## config.mk

```make
export PLATFORM = sky130hd
export DESIGN_NAME = divider_scheduler
export DESIGN_NICKNAME = d
export VERILOG_FILES = /design/src/rtl/divider_scheduler.sv
export SDC_FILE = /design/constraint.sdc
export NUM_CORES = 1
export LEC_CHECK = 0
export ABC_AREA = 1
export CAP_MARGIN = 10
export CELL_PAD_IN_SITES_DETAIL_PLACEMENT = 1
export CELL_PAD_IN_SITES_GLOBAL_PLACEMENT = 2
export CORE_MARGIN = 2
export CORE_UTILIZATION = 19
export DETAILED_ROUTE_END_ITERATION = 12
export PLACE_DENSITY = 0.75
export RECOVER_POWER = 25
export SLEW_MARGIN = 20
export SYNTH_ARGS = -nofsm -noshare
export SYNTH_HDL_FRONTEND = slang
export SYNTH_SLANG_ARGS = --single-unit
```

## constraint.sdc

```tcl
create_clock -name clk_in -period 1.41 [get_ports clk_in]
set_clock_uncertainty 0.05 [all_clocks]
set_input_delay 0.282 -clock clk_in [delete_from_list [all_inputs] [get_ports clk_in]]
set_output_delay 0.282 -clock clk_in [all_outputs]
set_load 0.02 [all_outputs]
```

## src/rtl/divider_scheduler.sv

```systemverilog
// Round-robin scheduler that lends one shared divider to two requesters, one whole job at a time.
// Latency: x/inv pairing and quotient return are 1 cycle each. Backpressure: none; blocks move only on the owner's valid.
module divider_scheduler #(
  parameter int REGISTER_SIZE  = 32,
  parameter int NUM_BLOCKS_IN  = 128,
  parameter int NUM_BLOCKS_OUT = 64,
  parameter int GUARD_CYCLES   = 4,
  localparam int AW = (NUM_BLOCKS_IN > 1) ? $clog2(NUM_BLOCKS_IN) : 1
) (
  input  logic                     clk_in,
  input  logic                     rst_n_in,
  input  logic [1:0]               req_in,
  input  logic [1:0]               x_valid_in,
  input  logic [REGISTER_SIZE-1:0] x_block0_in,
  input  logic [REGISTER_SIZE-1:0] x_block1_in,
  output logic [1:0]               grant_out,
  output logic [AW-1:0]            inv_addr_out,
  input  logic [REGISTER_SIZE-1:0] inv_block_in,
  output logic                     div_valid_out,
  output logic [REGISTER_SIZE-1:0] div_x_block_out,
  output logic [REGISTER_SIZE-1:0] div_inv_block_out,
  output logic                     div_rst_out,
  input  logic                     div_valid_in,
  input  logic [REGISTER_SIZE-1:0] div_block_in,
  output logic                     q_valid_out,
  output logic [REGISTER_SIZE-1:0] q_block_out,
  output logic                     q_tag_out,
  output logic                     q_last_out,
  output logic                     busy_out,
  output logic                     err_out
);

  localparam int ICW = $clog2(NUM_BLOCKS_IN + 1);
  localparam int OCW = $clog2(NUM_BLOCKS_OUT + 1);
  localparam int GCW = (GUARD_CYCLES > 1) ? $clog2(GUARD_CYCLES) : 1;

  localparam logic [ICW-1:0] IN_MAX   = ICW'(NUM_BLOCKS_IN);
  localparam logic [ICW-1:0] IN_LAST  = ICW'(NUM_BLOCKS_IN - 1);
  localparam logic [OCW-1:0] OUT_MAX  = OCW'(NUM_BLOCKS_OUT);
  localparam logic [OCW-1:0] OUT_LAST = OCW'(NUM_BLOCKS_OUT - 1);
  localparam logic [GCW-1:0] G_LAST   = GCW'(GUARD_CYCLES - 1);

  typedef enum logic [1:0] {
    IDLE        = 2'd0,
    STREAM      = 2'd1,
    WAIT_RESULT = 2'd2,
    GUARD       = 2'd3
  } state_t;

  state_t                   state_q, state_d;
  logic [1:0]               grant_q, grant_d;
  logic                     owner_q, owner_d;
  logic                     prio_q, prio_d;
  logic [ICW-1:0]           acc_cnt_q, acc_cnt_d;
  logic [OCW-1:0]           out_cnt_q, out_cnt_d;
  logic [GCW-1:0]           guard_cnt_q, guard_cnt_d;
  logic                     pair_vld_q, pair_vld_d;
  logic [REGISTER_SIZE-1:0] x_reg_q, x_reg_d;
  logic                     q_vld_q, q_vld_d;
  logic [REGISTER_SIZE-1:0] q_blk_q, q_blk_d;
  logic                     q_tag_q, q_tag_d;
  logic                     q_last_q, q_last_d;
  logic                     err_q, err_d;
  logic                     grant_idx;
  logic                     x_accept;

  always_comb begin
    state_d     = state_q;
    grant_d     = grant_q;
    owner_d     = owner_q;
    prio_d      = prio_q;
    acc_cnt_d   = acc_cnt_q;
    out_cnt_d   = out_cnt_q;
    guard_cnt_d = guard_cnt_q;
    pair_vld_d  = 1'b0;
    x_reg_d     = x_reg_q;
    q_vld_d     = 1'b0;
    q_blk_d     = q_blk_q;
    q_tag_d     = q_tag_q;
    q_last_d    = 1'b0;
    err_d       = err_q;
    grant_idx   = 1'b0;
    x_accept    = 1'b0;

    case (state_q)
      IDLE: begin
        if (|req_in) begin
          // prio_q names the requester that wins a tie; the winner then yields it.
          grant_idx   = (req_in[0] && req_in[1]) ? prio_q : req_in[1];
          owner_d     = grant_idx;
          prio_d      = ~grant_idx;
          grant_d     = grant_idx ? 2'b10 : 2'b01;
          acc_cnt_d   = '0;
          out_cnt_d   = '0;
          state_d     = STREAM;
        end
      end
      STREAM: begin
        x_accept = x_valid_in[owner_q] && (acc_cnt_q < IN_MAX);
        if (x_accept) begin
          pair_vld_d = 1'b1;
          x_reg_d    = owner_q ? x_block1_in : x_block0_in;
          acc_cnt_d  = acc_cnt_q + ICW'(1);
          if (acc_cnt_q == IN_LAST) begin
            grant_d = 2'b00;
            state_d = WAIT_RESULT;
          end
        end
      end
      WAIT_RESULT: begin
        if (div_valid_in && (out_cnt_q < OUT_MAX)) begin
          q_vld_d   = 1'b1;
          q_blk_d   = div_block_in;
          q_tag_d   = owner_q;
          out_cnt_d = out_cnt_q + OCW'(1);
          if (out_cnt_q == OUT_LAST) begin
            q_last_d    = 1'b1;
            guard_cnt_d = '0;
            state_d     = GUARD;
          end
        end
      end
      GUARD: begin
        if (guard_cnt_q == G_LAST) begin
          state_d = IDLE;
        end else begin
          guard_cnt_d = guard_cnt_q + GCW'(1);
        end
      end
      default: state_d = IDLE;
    endcase

    // A quotient arriving when no job is waiting for one is a divider protocol fault.
    if (div_valid_in && (state_q != WAIT_RESULT)) begin
      err_d = 1'b1;
    end
  end

  always_ff @(posedge clk_in or negedge rst_n_in) begin
    if (!rst_n_in) begin
      state_q     <= IDLE;
      grant_q     <= 2'b00;
      owner_q     <= 1'b0;
      prio_q      <= 1'b0;
      acc_cnt_q   <= '0;
      out_cnt_q   <= '0;
      guard_cnt_q <= '0;
      pair_vld_q  <= 1'b0;
      x_reg_q     <= '0;
      q_vld_q     <= 1'b0;
      q_blk_q     <= '0;
      q_tag_q     <= 1'b0;
      q_last_q    <= 1'b0;
      err_q       <= 1'b0;
    end else begin
      state_q     <= state_d;
      grant_q     <= grant_d;
      owner_q     <= owner_d;
      prio_q      <= prio_d;
      acc_cnt_q   <= acc_cnt_d;
      out_cnt_q   <= out_cnt_d;
      guard_cnt_q <= guard_cnt_d;
      pair_vld_q  <= pair_vld_d;
      x_reg_q     <= x_reg_d;
      q_vld_q     <= q_vld_d;
      q_blk_q     <= q_blk_d;
      q_tag_q     <= q_tag_d;
      q_last_q    <= q_last_d;
      err_q       <= err_d;
    end
  end

  assign grant_out         = grant_q;
  assign inv_addr_out      = acc_cnt_q[AW-1:0];
  assign div_valid_out     = pair_vld_q;
  assign div_x_block_out   = x_reg_q;
  // ROM data is only meaningful the cycle after an accepted address.
  assign div_inv_block_out = pair_vld_q ? inv_block_in : '0;
  assign div_rst_out       = (state_q == GUARD) || !rst_n_in;
  assign q_valid_out       = q_vld_q;
  assign q_block_out       = q_blk_q;
  assign q_tag_out         = q_tag_q;
  assign q_last_out        = q_last_q;
  assign busy_out          = (state_q != IDLE);
  assign err_out           = err_q;

endmodule

```

==> results of run 1 <==
[final cells by class]
cell class | instances | area (um2) | share of cell area [%]
Clock inverter | 4 | 97.59 | 1.023
Inverter | 61 | 261.5 | 2.742
Multi-Input combinational cell | 394 | 2719 | 28.51
Timing Repair Buffer | 342 | 3507 | 36.78
Tap cell | 324 | 405.4 | 4.251
Clock buffer | 12 | 236.5 | 2.480
Sequential cell | 92 | 2305 | 24.17
Antenna cell | 2 | 5.005 | 0.05248
[critical path, delay by kind of cell (launching register included)]
family	cells	cell delay, ns
compound gates	1	0.10
fa+ha+maj	1	0.17
buf+inv	4	0.43
flops	1	0.40
simple gates	4	0.45
[layout by cell type (no fill, tap or decap), types with 3 or more instances in the layout]
master / instances
clkdlybuf4s15_2: 6
o21a_1: 32
nand3_1: 12
nand2_4: 58
or2_2: 36
inv_2: 28
a21oi_1: 6
o21ai_2: 3
buf_4: 46
nand3_2: 6
bufinv_16: 3
ha_4: 3
clkdlybuf4s15_1: 25
buf_16: 9
nor2_2: 4
clkbuf_2: 42
inv_4: 4
clkdlybuf4s50_1: 133
nand2_1: 81
dfrtp_1: 90
clkbuf_1: 4
buf_8: 5
dlygate4sd2_1: 4
o21ai_1: 6
buf_2: 3
nor2_1: 10
nand2_2: 76
nor2_4: 4
inv_1: 26
buf_6: 52
clkbuf_16: 13
buf_12: 12
o21ai_0: 35
ha_1: 4
[logic make-up (layout without fill, tap and decap cells)]
logic type / Yosys count / after routing / synth area share (%)
AOI/OAI and AO/OA: 89 / 89 / 11.48
xor gates and xnor gates: 2 / 2 / 0.3772
adders and majority gates: 8 / 8 / 2.155
buffers and inverters: 92 / 419 / 9.025
DFF: 92 / 92 / 49.57
other: 0 / 2 / 0
and+or+nand+nor: 295 / 295 / 27.40
[per-stage QoR]
step                TNS [ns]  worst slack, ns  instance area [um2]  power (mW)  utilization (%)
finish                -19.77          -0.2785                 9537       19.23            39.45
global route          -32.66          -0.3847                 9534       20.50            39.43
CTS                   -20.93          -0.2603                 8896       18.08            36.80
detailed placement    -35.58          -0.4314                 7811       13.62            32.31
global placement      -33.25          -0.4159                 7811       13.50            32.31
floorplan            -0.9371         -0.02308                 4711       9.099                -
[registers in the layout, indices dropped and copies added (netlist names)]
name             flops
div_x_block_out     32
q_block_out         32
acc_cnt_q            8
out_cnt_q            7
grant_out            2
guard_cnt_q          2
state_q              2
div_valid_out        1
err_out              1
owner_q              1
prio_q               1
q_last_out           1
q_tag_out            1
q_valid_out          1
[repair_timing]
action	4_1_cts	5_1_grt
pin swaps	12	32
gates cloned	14	5
buffers inserted	24	12
endpoints found under the setup margin	200	179
resized for setup	392	316
hold endpoints to repair	0	0
hold buffers	0	0
[Yosys cell counts (all sizes together)]
cell / count
nor3b: 1
o21a: 32
clkinv: 1
o21ai: 45
nor3: 1
buf: 19
o21bai: 2
nand3b: 1
nand3: 19
dfrtp: 92
inv: 60
or2: 36
nor2: 18
a21o: 1
nand2: 217
nand4: 2
a21oi: 9
xor2: 2
ha: 8
clkbuf: 12
[power breakdown]
group / leakage [nW] / total, mW / switching, mW / internal (mW)
registers: 1.11 / 4.50 / 0.782 / 3.72
clock network: 0.157 / 2.85 / 1.11 / 1.74
logic: 3.38 / 11.9 / 6.26 / 5.62
total: 4.65 / 19.2 / 8.15 / 11.1
[worst max path at each step]
stage / to / startpoint / cells after the start / slack [ns]
5_1_grt: acc_cnt_q[3] / state_q[1] / 10 / -0.38
4_1_cts: div_x_block_out[19] / state_q[0] / 9 / -0.26
3_3_place_gp: div_inv_block_out[12] / inv_block_in[12] / 4 / -0.42
3_5_place_dp: div_inv_block_out[0] / inv_block_in[0] / 4 / -0.43
6_report: acc_cnt_q[3] / state_q[1] / 10 / -0.28
2_1_floorplan: q_block_out[10] / state_q[0] / 8 / -0.02
[per-layer routing]
| layer | up-vias | share of wire (%) | global-route usage (%) |
|---|---|---|---|
| met5 | - | 0 | 0 |
| met4 | 0 | 1.4 | 4.341 |
| met3 | 17 | 6.7 | 4.752 |
| met2 | 180 | 50 | 27.51 |
| met1 | 2508 | 42 | 18.44 |
| li1 | 2436 | - | - |
==> metrics.md, run 1 <==
| Metric | Value |
|---|---|
| WL final | 20520 um |
| Share of layout cells above drive strength 1 | 47.29% |
| Dpl cells | 1167 |
| Final Worst Setup Slack | -0.2785 ns |
| Synth unique cells | 29 |
| Starting Density | 19.21% |
| DRC violation total after the first TritonRoute iteration | 83 |
| Routed len/inst | 16.67 um |
| DR vias | 5141 |
| Largest cells by area after synthesis | dfrtp_1 50%, nand2_1 17%, o21a_1 5.2%, or2_2 4.8%, inv_1 4.7% |
| H-tree levels | 3 |
| Period minus WS final | 1.688 ns |
| Remaining antenna violation count | 0 |
| Net count after synthesis | 721 |
| CP Launch Type | register |
| Largest net degree at the start of global routing | 55 |
| Chip height | 160.3 um |
| Slew Viols, Final | 0 |
| Clock sink count | 92 |
| Crit-path max FO | 8 |
| Synth Warn # | 0 |
| Worst-Margin Slew | 1.068 ns |
| Top cell type's share of synthesized area | 49.57% |
| CTS clock-pin slew for the worst setup and hold paths | 0.07 ns |
| Type of destination of the critical path | register |
| Worst-Skew Late Latency | 0.35 ns |
| DR pass1 iterations | 3 |
| Critical path type | reg2reg |
| Die area | 0.02571 mm2 |
| Max VDD drop | 0.0006802 V |
| Final hold violations | 0 |
| NumNets Final | 1043 |
| Gpl congestion | 0.7086 |
| Peak per-stage delay on the critical path | 0.40 ns |
| Max Cap Viol | 0 |
| Area leader, netlist | dfrtp_1 |
| Total gr overflow | 0 |
| RSZ-0062 raised after global routing | yes |
| Violated checks | setup timing |
| Fill cells | 2737 |
| GRT Total Usage | 15.62% |
| Hold Worst Slack | 0.2765 ns |
| Flops & latches, synth | 92 |
| Area grow syn2layout | 105.3% |
| Class of the worst hold path | in2async |
| Slew headroom | 28.80% |
| Final routed DRC violation total | 0 |
| Top Ports | 247 |
| Die Width | 160.3 um |
| # rows | 57 |
| Root Driver | clkbuf_16 |
| Final non-filler cell total | 1231 |
| Pwr/cell area | 2016 mW/mm2 |
| First-pass GRT wire length | 31240 um |
| CTS Buffer Depth | 2 |
| Post-synthesis instance total | 578 |
| Arrival time at the worst endpoint | 1.89 ns |
| Status | complete, but fails checks |
| Reg2Reg Setup Slack | -0.28 ns |
| Reg-to-Reg End | acc_cnt_q[3] |
| R2R Path Start | state_q[1] |
| DPL Wire Length | 12950 um |
| CP most frequent cell | buf_6 |
| Syn Area/Cell | 8.035 um2 |
| Setup-failing EPs final | 122 |
| Num CTS Buffers | 9 |
| Fin crit share | 119.7% |
| FMAX | 0.5923 GHz |
| Seq/Total Area, Yosys | 49.57% |
| Vias per cell | 4.176 |
| Slowest CP cell | dfrtp_1 |
| Post-synthesis cell area | 0.004644 mm2 |
| Leak | 4.653 nW |
| Critical path, cell by cell | inv_2 > buf_6 > ha_4 > buf_4 > buf_6 > nand2_4 > nand2_8 > nor2_4 > nand2_1 > o21ai_0 |
| Core Area | 0.02418 mm2 |
| R2R cell count | 10 |
| Antenna violations before repair | 2 |
| Buffers on Ports | 246 |
| Number of global-route vias before repair | 5447 |
| CTS tree | done |
| Worst EP required | 1.62 ns |
No activity file was read; power rests on OpenSTA's default activity.
==> inputs of run 2 (changes only) <==
- CORE_ASPECT_RATIO: default -> 0.6
==> metrics.md, run 2 (synthesis results as in run 1) <==
| Metric | Value |
|---|---|
| Commonest cells after routing, fill and taps aside | 133 x clkdlybuf4s50_1, 93 x nand2_1, 89 x nand2_2 |
| Chip height | 125.1 um |
| Violated checks | setup timing |
| Core Area | 0.02411 mm2 |
| Total gr overflow | 0 |
| # rows | 44 |
| Gpl congestion | 0.7319 |
| Slew Viols, Final | 0 |
| Slew headroom | 60.64% |
| Max VDD drop | 0.0006103 V |
| Final routed DRC violation total | 0 |
| Num CTS Buffers | 9 |
| First-pass GRT wire length | 30760 um |
| Sequential power share | 23.8% |
| Antenna violations before repair | 1 |
| Buffers on Ports | 246 |
| Status | complete, but fails checks |
| GRT Total Usage | 15.73% |
| Starting Density | 19.26% |
| Sw frac | 42.86% |
| Critical path, cell by cell | buf_12 > clkbuf_16 > nand2_2 > inv_1 > buf_6 |
| NumNets Final | 1040 |
| WL final | 20000 um |
| Fill cells | 2789 |
| Routed len/inst | 16.32 um |
| Clk pwr share | 14.1% |
| Setup-failing EPs final | 195 |
| Clock sink count | 92 |
| CTS Buffer Depth | 2 |
| Commonest non-fill, non-tap cell in the layout | clkdlybuf4s50_1 |
| Type of destination of the critical path | output port |
| Sw power | 8.013 mW |
| Critical path type | reg2out |
| DRC violation total after the first TritonRoute iteration | 111 |
| Arrival time at the worst endpoint | 1.35 ns |
| Pwr/cell area | 1993 mW/mm2 |
| Area grow syn2layout | 102.0% |
| DR vias | 4994 |
| Die Width | 205.8 um |
| Final hold violations | 0 |
| FMAX | 0.5956 GHz |
| Peak per-stage delay on the critical path | 0.44 ns |
| CTS tree | done |
| RSZ-0062 raised after global routing | yes |
| Worst-Skew Late Latency | 0.36 ns |
| Fin crit share | 119.1% |
| Share of layout cells above drive strength 1 | 46.01% |
| Vias per cell | 4.077 |
| H-tree levels | 3 |
| Finished Core Util | 38.91% |
| Die area | 0.02575 mm2 |
| DR pass1 iterations | 4 |
| CTS clock-pin slew for the worst setup and hold paths | 0.07 ns |
| Remaining antenna violation count | 0 |
| Root Driver | clkbuf_16 |
| Logic pwr share | 62.2% |
| Period minus WS final | 1.679 ns |
| Slowest CP cell | dfrtp_2 |
| Worst-Margin Slew | 0.5904 ns |
| Number of global-route vias before repair | 5466 |
| Max Cap Viol | 0 |
| Top Ports | 247 |
| Leak | 4.464 nW |
| Internal power | 10.68 mW |
| DPL Wire Length | 13010 um |
| Final Power | 18.70 mW |
| Class of the worst hold path | in2reg |
| Largest net degree at the start of global routing | 75 |
| Worst EP required | 1.08 ns |
| CP Launch Type | register |
| Crit-path max FO | 8 |
| Final Worst Setup Slack | -0.2690 ns |
-- run 2: changes by cell type in the layout (fill, tap and decap cells not counted), sizes merged --
cell           previous run  this run
clkinvlp                  1         2
inv                      60        61
clkbuf                   59        48
buf                     127       133
diode                     2         1
bufinv                    3         1
dlygate4sd3               0         1
dlygate4sd2               4         0
clkdlybuf4s15            31        35
clkinv                    1         2
-- run 2: metrics by stage --
step / area (um2) / cells / hold WS [ns] / worst slack, ns / TNS, ns
3_3_place_gp: 7809 / 1165 / 0.2619 / -0.4143 / -33.34
3_5_place_dp: 7809 / 1165 / 0.2558 / -0.4276 / -33.70
2_1_floorplan: 4711 / 578 / -0.06359 / -0.02308 / -0.9371
6_report: 9382 / 1225 / 0.4099 / -0.2690 / -24.62
4_1_cts: 9255 / 1224 / 0.3834 / -0.2853 / -22.26
5_1_grt: 9382 / 1225 / 0.4090 / -0.3372 / -45.62
-- run 2: path summary, 6_finish.rpt --
path | startpoint | to | slack, ns | cells after the start
min in group asynchronous | rst_n_in | out_cnt_q[5] | 0.56 | 3
hold / removal | div_block_in[6] | q_block_out[6] | 0.41 | 3
hold reg to reg | err_out | err_out | 0.42 | 1
max in group asynchronous | rst_n_in | acc_cnt_q[1] | -0.06 | 4
setup / recovery | div_valid_out | div_inv_block_out[22] | -0.27 | 5
setup reg to reg | state_q[1] | div_x_block_out[22] | -0.22 | 9
-- run 2: critical path, delay by kind of cell, from the launching register on --
kind,cells,cell delay (ns)
buffers and inverters,4,0.48
DFF,1,0.44
and+or+nand+nor,1,0.06
-- run 2: metal layers --
layer	global-route usage (%)	wire length (um)	vias up
li1	-	-	2440
met1	20.83	9323	2376
met2	23.85	8473	166
met3	6.595	2006	12
met4	3.529	192	0
met5	0	0	-
-- run 2: repair_timing --
action | in CTS | in global routing
hold buffers | 1 | 0
endpoints found under the setup margin | 201 | 166
gates resized for setup | 531 | 190
gates cloned | 16 | 4
setup buffers | 28 | 8
pin swaps | 35 | 15
endpoints found under the hold margin | 18 | 0
-- run 2: power by group through the flow --
stage          logic, mW  clock network [mW]  registers [mW]
6_report            11.6                2.63            4.44
5_1_grt             12.6                2.85            4.64
4_1_cts             11.4                2.76            4.46
3_5_place_dp        9.16                   0            4.41
3_3_place_gp        9.10                   0            4.39
2_1_floorplan       3.65                   0            5.45
-- run 2: layout make-up --
type | instances | area, um2 | area share [%]
diodes | 1 | 2.502 | 0.02667
clock buffers | 11 | 252.7 | 2.694
clock inverters | 5 | 58.81 | 0.6268
inverters | 61 | 264.0 | 2.814
multi-input cells | 394 | 2575 | 27.45
flip-flops and latches | 92 | 2307 | 24.59
well taps | 322 | 402.9 | 4.294
repair buffers | 339 | 3518 | 37.50
